==> config.mk <==
export PLATFORM = sky130hd
export DESIGN_NAME = pri_gate
export DESIGN_NICKNAME = d
export VERILOG_FILES = /design/src/rtl/pri_gate_pkg.sv /design/src/rtl/axis_out_reg.sv /design/src/rtl/pri_gate.sv
export SDC_FILE = /design/constraint.sdc
export NUM_CORES = 1
export LEC_CHECK = 0
export ABC_AREA = 1
export CELL_PAD_IN_SITES_DETAIL_PLACEMENT = 0
export CELL_PAD_IN_SITES_GLOBAL_PLACEMENT = 1
export CORE_ASPECT_RATIO = 1.25
export CORE_MARGIN = 8
export CORE_UTILIZATION = 35
export CTS_CLUSTER_DIAMETER = 200
export DETAILED_ROUTE_END_ITERATION = 6
export PLACE_DENSITY = 0.78
export SYNTH_ARGS = -nofsm -noshare
export SYNTH_HDL_FRONTEND = slang
export SYNTH_SLANG_ARGS = --single-unit
==> constraint.sdc <==
create_clock -name aclk -period 5.81 [get_ports aclk]
set_input_delay 1.162 -clock aclk [delete_from_list [all_inputs] [get_ports aclk]]
set_output_delay 1.162 -clock aclk [all_outputs]
set_load 0.03 [all_outputs]
==> src/rtl/pri_gate_pkg.sv <==
// Shared constants for the PRI range gate: FSM encoding, counter width and
// the saturation limit of the missed-trigger counter.
package pri_gate_pkg;

  localparam int CNT_WIDTH_DEF = 16;

  localparam logic [1:0] ST_IDLE  = 2'd0;
  localparam logic [1:0] ST_DELAY = 2'd1;
  localparam logic [1:0] ST_GATE  = 2'd2;

  localparam logic [31:0] MISSED_SAT = 32'hFFFF_FFFF;

endpackage

==> src/rtl/axis_out_reg.sv <==
// Single-entry AXI-Stream holding register. A load that arrives while an
// unaccepted beat is held is dropped and raises a sticky overrun flag.
module axis_out_reg #(
  parameter int DATA_WIDTH = 32
) (
  input  logic                  clk,
  input  logic                  rst,
  input  logic                  i_load,
  input  logic [DATA_WIDTH-1:0] i_data,
  input  logic                  i_last,
  input  logic                  i_ready,
  output logic [DATA_WIDTH-1:0] o_data,
  output logic                  o_valid,
  output logic                  o_last,
  output logic                  o_overrun
);

  logic [DATA_WIDTH-1:0] r_data;
  logic                  r_valid;
  logic                  r_last;
  logic                  r_overrun;
  logic                  w_free;

  // The slot is free when empty or when the held beat leaves this cycle.
  assign w_free = ~r_valid | i_ready;

  always_ff @(posedge clk or posedge rst) begin
    if (rst) begin
      r_data    <= '0;
      r_valid   <= 1'b0;
      r_last    <= 1'b0;
      r_overrun <= 1'b0;
    end else begin
      if (i_load && w_free) begin
        r_data  <= i_data;
        r_valid <= 1'b1;
        r_last  <= i_last;
      end else if (r_valid && i_ready) begin
        r_valid <= 1'b0;
        r_last  <= 1'b0;
      end
      if (i_load && !w_free) begin
        r_overrun <= 1'b1;
      end
    end
  end

  assign o_data    = r_data;
  assign o_valid   = r_valid;
  assign o_last    = r_last;
  assign o_overrun = r_overrun;

endmodule

==> src/rtl/pri_gate.sv <==
// PRI range gate: after a trigger edge, skips a latched number of valid
// samples and forwards a fixed-length frame, marking the last sample.
module pri_gate
  import pri_gate_pkg::*;
#(
  parameter int AXIS_DATA_WIDTH = 32,
  parameter int CNT_WIDTH       = CNT_WIDTH_DEF
) (
  input  logic                       aclk,
  input  logic                       areset,
  input  logic [AXIS_DATA_WIDTH-1:0] s_axis_tdata,
  input  logic                       s_axis_tvalid,
  output logic                       s_axis_tready,
  input  logic                       trig,
  output logic [AXIS_DATA_WIDTH-1:0] m_axis_tdata,
  output logic                       m_axis_tvalid,
  input  logic                       m_axis_tready,
  output logic                       m_axis_tlast,
  input  logic                       cfg_enable,
  input  logic [CNT_WIDTH-1:0]       cfg_delay,
  input  logic [CNT_WIDTH-1:0]       cfg_length,
  output logic [63:0]                sts_pri_count,
  output logic [31:0]                sts_missed_trig,
  output logic                       sts_overrun
);

  localparam logic [CNT_WIDTH-1:0] ONE = {{(CNT_WIDTH-1){1'b0}}, 1'b1};

  logic                 r_trig_q;
  logic [1:0]           r_state;
  logic [CNT_WIDTH-1:0] r_delay;
  logic [CNT_WIDTH-1:0] r_length;
  logic [CNT_WIDTH-1:0] r_cnt;
  logic [63:0]          r_pri_count;
  logic [31:0]          r_missed;

  logic w_trig_re;
  logic w_start;
  logic w_busy_trig;
  logic w_gate_beat;
  logic w_gate_last;

  assign w_trig_re   = trig & ~r_trig_q;
  assign w_start     = (r_state == ST_IDLE) & w_trig_re & cfg_enable & (cfg_length != '0);
  assign w_busy_trig = (r_state != ST_IDLE) & w_trig_re;
  assign w_gate_beat = (r_state == ST_GATE) & s_axis_tvalid;
  assign w_gate_last = w_gate_beat & (r_cnt == (r_length - ONE));

  always_ff @(posedge aclk or posedge areset) begin
    if (areset) begin
      r_trig_q <= 1'b0;
      r_state  <= ST_IDLE;
      r_delay  <= '0;
      r_length <= '0;
      r_cnt    <= '0;
    end else begin
      r_trig_q <= trig;
      case (r_state)
        ST_IDLE: begin
          // Config is latched here so mid-frame changes cannot disturb the frame.
          if (w_start) begin
            r_delay  <= cfg_delay;
            r_length <= cfg_length;
            r_cnt    <= '0;
            r_state  <= (cfg_delay != '0) ? ST_DELAY : ST_GATE;
          end
        end
        ST_DELAY: begin
          if (s_axis_tvalid) begin
            if (r_cnt == (r_delay - ONE)) begin
              r_cnt   <= '0;
              r_state <= ST_GATE;
            end else begin
              r_cnt <= r_cnt + ONE;
            end
          end
        end
        ST_GATE: begin
          if (s_axis_tvalid) begin
            if (w_gate_last) begin
              r_cnt   <= '0;
              r_state <= ST_IDLE;
            end else begin
              r_cnt <= r_cnt + ONE;
            end
          end
        end
        default: r_state <= ST_IDLE;
      endcase
    end
  end

  always_ff @(posedge aclk or posedge areset) begin
    if (areset) begin
      r_pri_count <= '0;
      r_missed    <= '0;
    end else begin
      if (w_gate_last) begin
        r_pri_count <= r_pri_count + 64'd1;
      end
      if (w_busy_trig && (r_missed != MISSED_SAT)) begin
        r_missed <= r_missed + 32'd1;
      end
    end
  end

  axis_out_reg #(
    .DATA_WIDTH(AXIS_DATA_WIDTH)
  ) u_out (
    .clk       (aclk),
    .rst       (areset),
    .i_load    (w_gate_beat),
    .i_data    (s_axis_tdata),
    .i_last    (w_gate_last),
    .i_ready   (m_axis_tready),
    .o_data    (m_axis_tdata),
    .o_valid   (m_axis_tvalid),
    .o_last    (m_axis_tlast),
    .o_overrun (sts_overrun)
  );

  assign s_axis_tready   = 1'b1;
  assign sts_pri_count   = r_pri_count;
  assign sts_missed_trig = r_missed;

endmodule

==> results.toml, run 1 <==
[outcome]
status = "completed"

[power]
intPower_mw = 2.851
p_total_mw = 4.724
pwr-share-clk_pct = 23.8
p_leak_nw = 6.449
peakVddDrop_v = 0.0002891
p_per_area_nw_per_um2 = 343.9
combPwrFrac_pct = 39.1
p_seq_share_pct = 37.0
sw_frac_of_total_pct = 39.65
switchingPower_mw = 1.873

[die]
die_h_um = 212.1
ios = 202
initial_utilization_pct = 35.15
die-area_um2 = 36660
rows = 72
core_area_um2 = 30630
die_w_um = 172.9

[yosys]
syn_inst = 1409
synth_edf_count = 0
async_flop_share_pct = 100.0
synth_top_area_share_pct = 42.31
syn_avg_cell_area_um2 = 7.640
ys_top_cells_by_area = "dfrtp_1, nand2_1, xor2_1"
syn_nets = 1488
syn_area_um2 = 10770
synth_flop_cell = "dfrtp_1"
seq_area_frac_synth_pct = 42.31
ys_ff_latch = 182
yosysMostFrequentCell = "nand2_1"
synth.largest_area_cell = "dfrtp_1"
synth_cell_types = 39
synth_common_cells = "nand2_1, nor2_1, dfrtp_1, inv_1, nand3_1"
yosysWarnings = 0

[placed_design]
pre_cts_ws_ns = 1.770
place_inst = 1993
routabilityCongestion = 0.9407
io_buffers = 200
post-dp-hpwl_um = 26530
placedInstanceArea_um2 = 13180

[layout]
fin_cells = 2024
final_net_count = 1684
postLayoutCellArea_um2 = 13740
drive_gt1_share_pct = 6.308
diodes = 0
fin_util_pct = 44.85
syn_to_final_growth_pct = 27.60

[clock_tree]
cts_resized = 0
numCtsBuffers = 17
clkSinkCount = 182
htreeDepth = 4
hold_buffers = 0
cts-root-buf = "clkbuf_16"
post-cts-setup-buffers = 0
clk_pin_slew_ns = 0.07
cts_tree = "yes"
worstSkewPairLatency_ns = 0.44
clockBufferDepth = 2

[worst_setup_path]
start_kind = "primary input"
r2r-start = "r_state[0]"
crit_path_end = "r_cnt[4]"
end_kind = "register"
r2r_slack_ns = 2.75
cp.required_ns = 6.11
path_max_fanout = 33
arrival_ns = 3.80
critPathKind = "primary input to register"
r2r-end = "r_cnt[1]"
setup.worst_path.start = "s_axis_tvalid"
r2r_cells = 13

[sta]
hold_viol = 0
setup_tns_ns = 0
finalCriticalPeriod_ns = 3.504
rsz0062_at_grt = "no"
worst_clock_skew_ns = 0.01508
timing.final.ws_setup_ns = 2.306
max-slew-margin-rel_pct = 41.54
timing.fmax_mhz = 285.3
report.final.slew_viol_count = 0
hold-worst-slack_ns = 0.4847
setup_viol = 0
period_share_pct = 60.32
tightest_slew_ns = 0.8770

[detailed_routing]
vias = 9628
via_per_inst = 4.757
drc = 0
postRouteWirelength_um = 32900
wire_per_inst_um = 16.25
drtAntennaViolNets = 0
dr.pass1.iters = 5
drt_iter0_drc = 573

[min_path]
hold_path.class = "register to register"

[global_route]
grt_remaining_overflow = 0
grt_max_degree = 68
grt_pass1_wl_um = 52560
antenna_found_initial = 0
grt_util_all_layers_pct = 18.06
grt_pass1_vias = 9843

[run]
max-cap-violations = 0
==> flip-flops by register name (all words and copies together) (netlist names) <==
| register | count |
|---|---|
| sts_pri_count | 64 |
| u_out.o_last | 1 |
| sts_missed_trig | 32 |
| u_out.o_data | 32 |
| r_length | 16 |
| r_trig_q | 1 |
| u_out.o_overrun | 1 |
| r_state | 2 |
| u_out.o_valid | 1 |
| r_delay | 16 |
| r_cnt | 16 |
==> worst max-delay path: stages <==
cell and delay, ns:
clkdlybuf4s50_1 0.48, nand2_1 0.09, clkinv_1 0.40, nand4_1 0.15, nor2_1 0.17, nand3_1 0.13
nor2_4 0.20, nand3_4 0.38, nand2_2 0.23, nand2_2 0.21, nand2_1 0.11, o21ai_0 0.08
==> worst min path at each step <==
stage | depth (start not counted) | to | from
6_report | 1 | u_out.o_overrun | u_out.o_overrun
5_1_grt | 1 | sts_missed_trig[30] | sts_missed_trig[30]
4_1_cts | 1 | u_out.o_overrun | u_out.o_overrun
3_5_place_dp | 1 | u_out.o_overrun | u_out.o_overrun
3_3_place_gp | 1 | u_out.o_overrun | u_out.o_overrun
2_1_floorplan | 2 | r_delay[15] | r_delay[15]
==> power by group through the flow <==
stage               Sequential, mW  Clock (mW)  Combinational [mW]
global placement              1.76           0                1.85
finish                        1.75        1.13                1.85
floorplan                     1.99           0                1.03
global route                  1.79        1.21                2.06
detailed placement            1.77           0                1.87
CTS                           1.75        1.16                1.88
==> area by class of cell <==
class                      instances  area (µm²)
clock buffer                      19       432.9
tap                              407       509.2
fill                            3152       16890
inverter                         153       578.1
multi-input combinational       1045        5494
sequential                       182        4554
timing repair buffer             206        2047
clock inverter                    12       121.4
==> placed cells by master (no fill, tap or decap), types with 2 or more instances in the layout <==
cell             synthesis  routed
nor2_1                 190     190
nand3_1                 96      96
clkinv_4                 0       2
o21ai_0                 39      39
mux2_2                  36      36
clkbuf_1                13       2
clkbuf_16                0      17
nor4_1                   9       9
nand3b_1                 8       8
or2_2                    3       3
clkinv_1                 2       2
nor3_1                  32      32
clkdlybuf4s50_1          0     200
a21oi_1                  4       4
buf_4                    1       6
xnor2_1                 40      40
dfrtp_1                182     182
ha_1                     9       9
xor2_1                  90      90
nor2_2                   8       8
nand2_2                  8       8
nor2_8                   2       2
nand2_1                397     397
nand4_1                 59      59
nor2_4                   4       4
clkinvlp_4               0       4
inv_1                  150     149
inv_6                    0       4
==> per-layer routing <==
metal	share of wire, %	global-route usage [%]	routed length, µm	vias up
li1	-	-	-	4877
met5	0	0	0	-
met1	42	20.92	13720	4484
met4	3.3	7.653	1086	0
met2	51	32.31	16890	216
met3	3.6	3.429	1198	51
==> logic make-up (layout without fill, tap and decap cells) <==
family	after synthesis	count (layout)	synth area share (%)
simple gates	820	820	33.19
flops	182	182	42.31
buf+inv	182	390	6.660
xor+xnor	130	130	10.58
compound gates	49	49	2.418
mux	36	36	3.766
fa+ha+maj	9	9	1.046
other cells	1	1	0.03483
No activity file was read; power rests on OpenSTA's default activity.
==> run 2, diff against run 1 <==
Settings changed: CORE_UTILIZATION 35 to 39, PLACE_DENSITY 0.78 to 0.83.
Clock period 5.81 ns to 3.3 ns, I/O delays scaled along.
==> run 2 against run 1 <==
  * Utilization increased by 5.6 points
  * Critical path depth grew 1
  * Setup slack worse by 1.8 ns
  * Wire length shrank 1.1%
  * Clock power is 96% higher
  * Register-to-register slack worse by 2.3 ns
  * Clock skew shrank 0.0080 ns
  * Combinational power grew 78%
  * Largest power group unchanged
  * Sequential share of layout area decreased by 0.21 points
  * First-iteration DRC count rose by 16%
  * Via count up 1.6%
  * Sequential cell count is the same
  * Largest cell class unchanged
==> results.toml, run 2 (synthesis results as in run 1) <==
[clock_tree]
clkSinkCount = 182
clk_pin_slew_ns = 0.07
post-cts-setup-buffers = 0
htreeDepth = 4
cts_resized = 0
cts-root-buf = "clkbuf_16"
clockBufferDepth = 2
hold_buffers = 0
worstSkewPairLatency_ns = 0.43
numCtsBuffers = 17
cts_tree = "yes"

[sta]
max-slew-margin-rel_pct = 46.65
rsz0062_at_grt = "no"
hold-worst-slack_ns = 0.4900
timing.fmax_mhz = 355.3
setup_viol = 0
report.final.slew_viol_count = 0
timing.final.ws_setup_ns = 0.4853
hold_viol = 0
tightest_slew_ns = 0.7983
worst_clock_skew_ns = 0.007093
period_share_pct = 85.29
setup_tns_ns = 0
finalCriticalPeriod_ns = 2.815

[layout]
largest_reg_flops = 64
drive_gt1_share_pct = 6.658
seqCellArea_um2 = 4554
final_net_count = 1690
syn_to_final_growth_pct = 28.42
n_fill_cell = 2748
fin_util_pct = 50.46
multiInputGateArea_um2 = 5494
diodes = 0
layout_commonest_cell = "nand2_1"
final_cell_mix = "nand2_1, clkdlybuf4s50_1, nor2_1, dfrtp_1, inv_1"

[outcome]
status = "completed"

[run]
max-cap-violations = 0

[placed_design]
routabilityCongestion = 0.9577
post-dp-hpwl_um = 26100
pre_cts_ws_ns = 0.3508
io_buffers = 200

[die]
die-area_um2 = 33210
die_h_um = 201.8
ios = 202
rows = 68
initial_utilization_pct = 39.29
die_w_um = 164.6
core_area_um2 = 27400

[worst_setup_path]
path_max_fanout = 23
crit_cells = 13
end_kind = "register"
path_cells = "inv_1, ha_1, nand2_2, nor2_2, nand2_1, xor2_1, nand2_1, nor2_8, nand3_4, nand2_2, nand2_2, nand2_1, o21ai_0"
r2r_cells = 13
slowest_stage = "dfrtp_1"
cp.required_ns = 3.61
worst-path-buf-inv = 1
crit_family = "simple AND/OR/NAND/NOR gates"
arrival_ns = 3.12
start_kind = "register"
critPathKind = "register to register"
slowest_delay_ns = 0.42

[detailed_routing]
wire_per_inst_um = 16.51
postRouteWirelength_um = 32550
drt_iter0_drc = 664
drc = 0
via_per_inst = 4.959
vias = 9779
dr.pass1.iters = 6
drtAntennaViolNets = 0

[global_route]
grt_remaining_overflow = 0
grt_util_all_layers_pct = 19.73
antenna_found_initial = 0
grt_max_degree = 117
grt_pass1_vias = 9803
grt_pass1_wl_um = 51720

[min_path]
hold_path.class = "register to register"
hold_depth = 1

[power]
p_per_area_nw_per_um2 = 622.5
peakVddDrop_v = 0.0004411
sw_frac_of_total_pct = 37.89
switchingPower_mw = 3.261
p_leak_nw = 6.535
p_seq_share_pct = 36.0
intPower_mw = 5.345
combPwrFrac_pct = 38.3
pwr-share-clk_pct = 25.8
[run 2: metal layers]
metal  track usage, %  wire length, µm
met5                0                0
met4            6.609              894
met3            3.455             1762
met2            35.53            17040
met1            22.93            12860
[run 2: area by class of cell]
cell class                      count  share of cell area [%]
Tap cell                          350                   3.168
Clock inverter                     12                   1.457
Inverter                          153                   4.181
Sequential cell                   182                   32.94
Timing Repair Buffer              212                   15.40
Multi-Input combinational cell   1045                   39.74
Clock buffer                       18                   3.104
[run 2: power by group through the flow]
| stage | clock (mW) | sequential (mW) | combinational (mW) |
|---|---|---|---|
| final | 2.22 | 3.09 | 3.29 |
| after global routing | 2.36 | 3.16 | 3.62 |
| after CTS | 2.27 | 3.09 | 3.34 |
| after detailed placement | 0 | 3.13 | 3.32 |
| after global placement | 0 | 3.11 | 3.28 |
| after floorplan | 0 | 3.50 | 1.82 |
[run 2: worst paths after layout]
path	from	end	slack [ns]
min reg2reg	u_out.o_overrun	u_out.o_overrun	0.49
max in group asynchronous	areset	r_cnt[11]	1.98
max	r_length[0]	r_cnt[10]	0.49
max reg2reg	r_length[0]	r_cnt[10]	0.49
min in group asynchronous	areset	sts_pri_count[36]	0.68
min	u_out.o_overrun	u_out.o_overrun	0.49
[run 2: per-stage QoR]
stage	power (mW)	std cells	cell area (µm²)
after detailed placement	6.456	1942	13190
after floorplan	5.318	1409	10770
after global placement	6.390	1942	13190
after global routing	9.138	1972	13820
final	8.606	1972	13820
after CTS	8.697	1972	13820
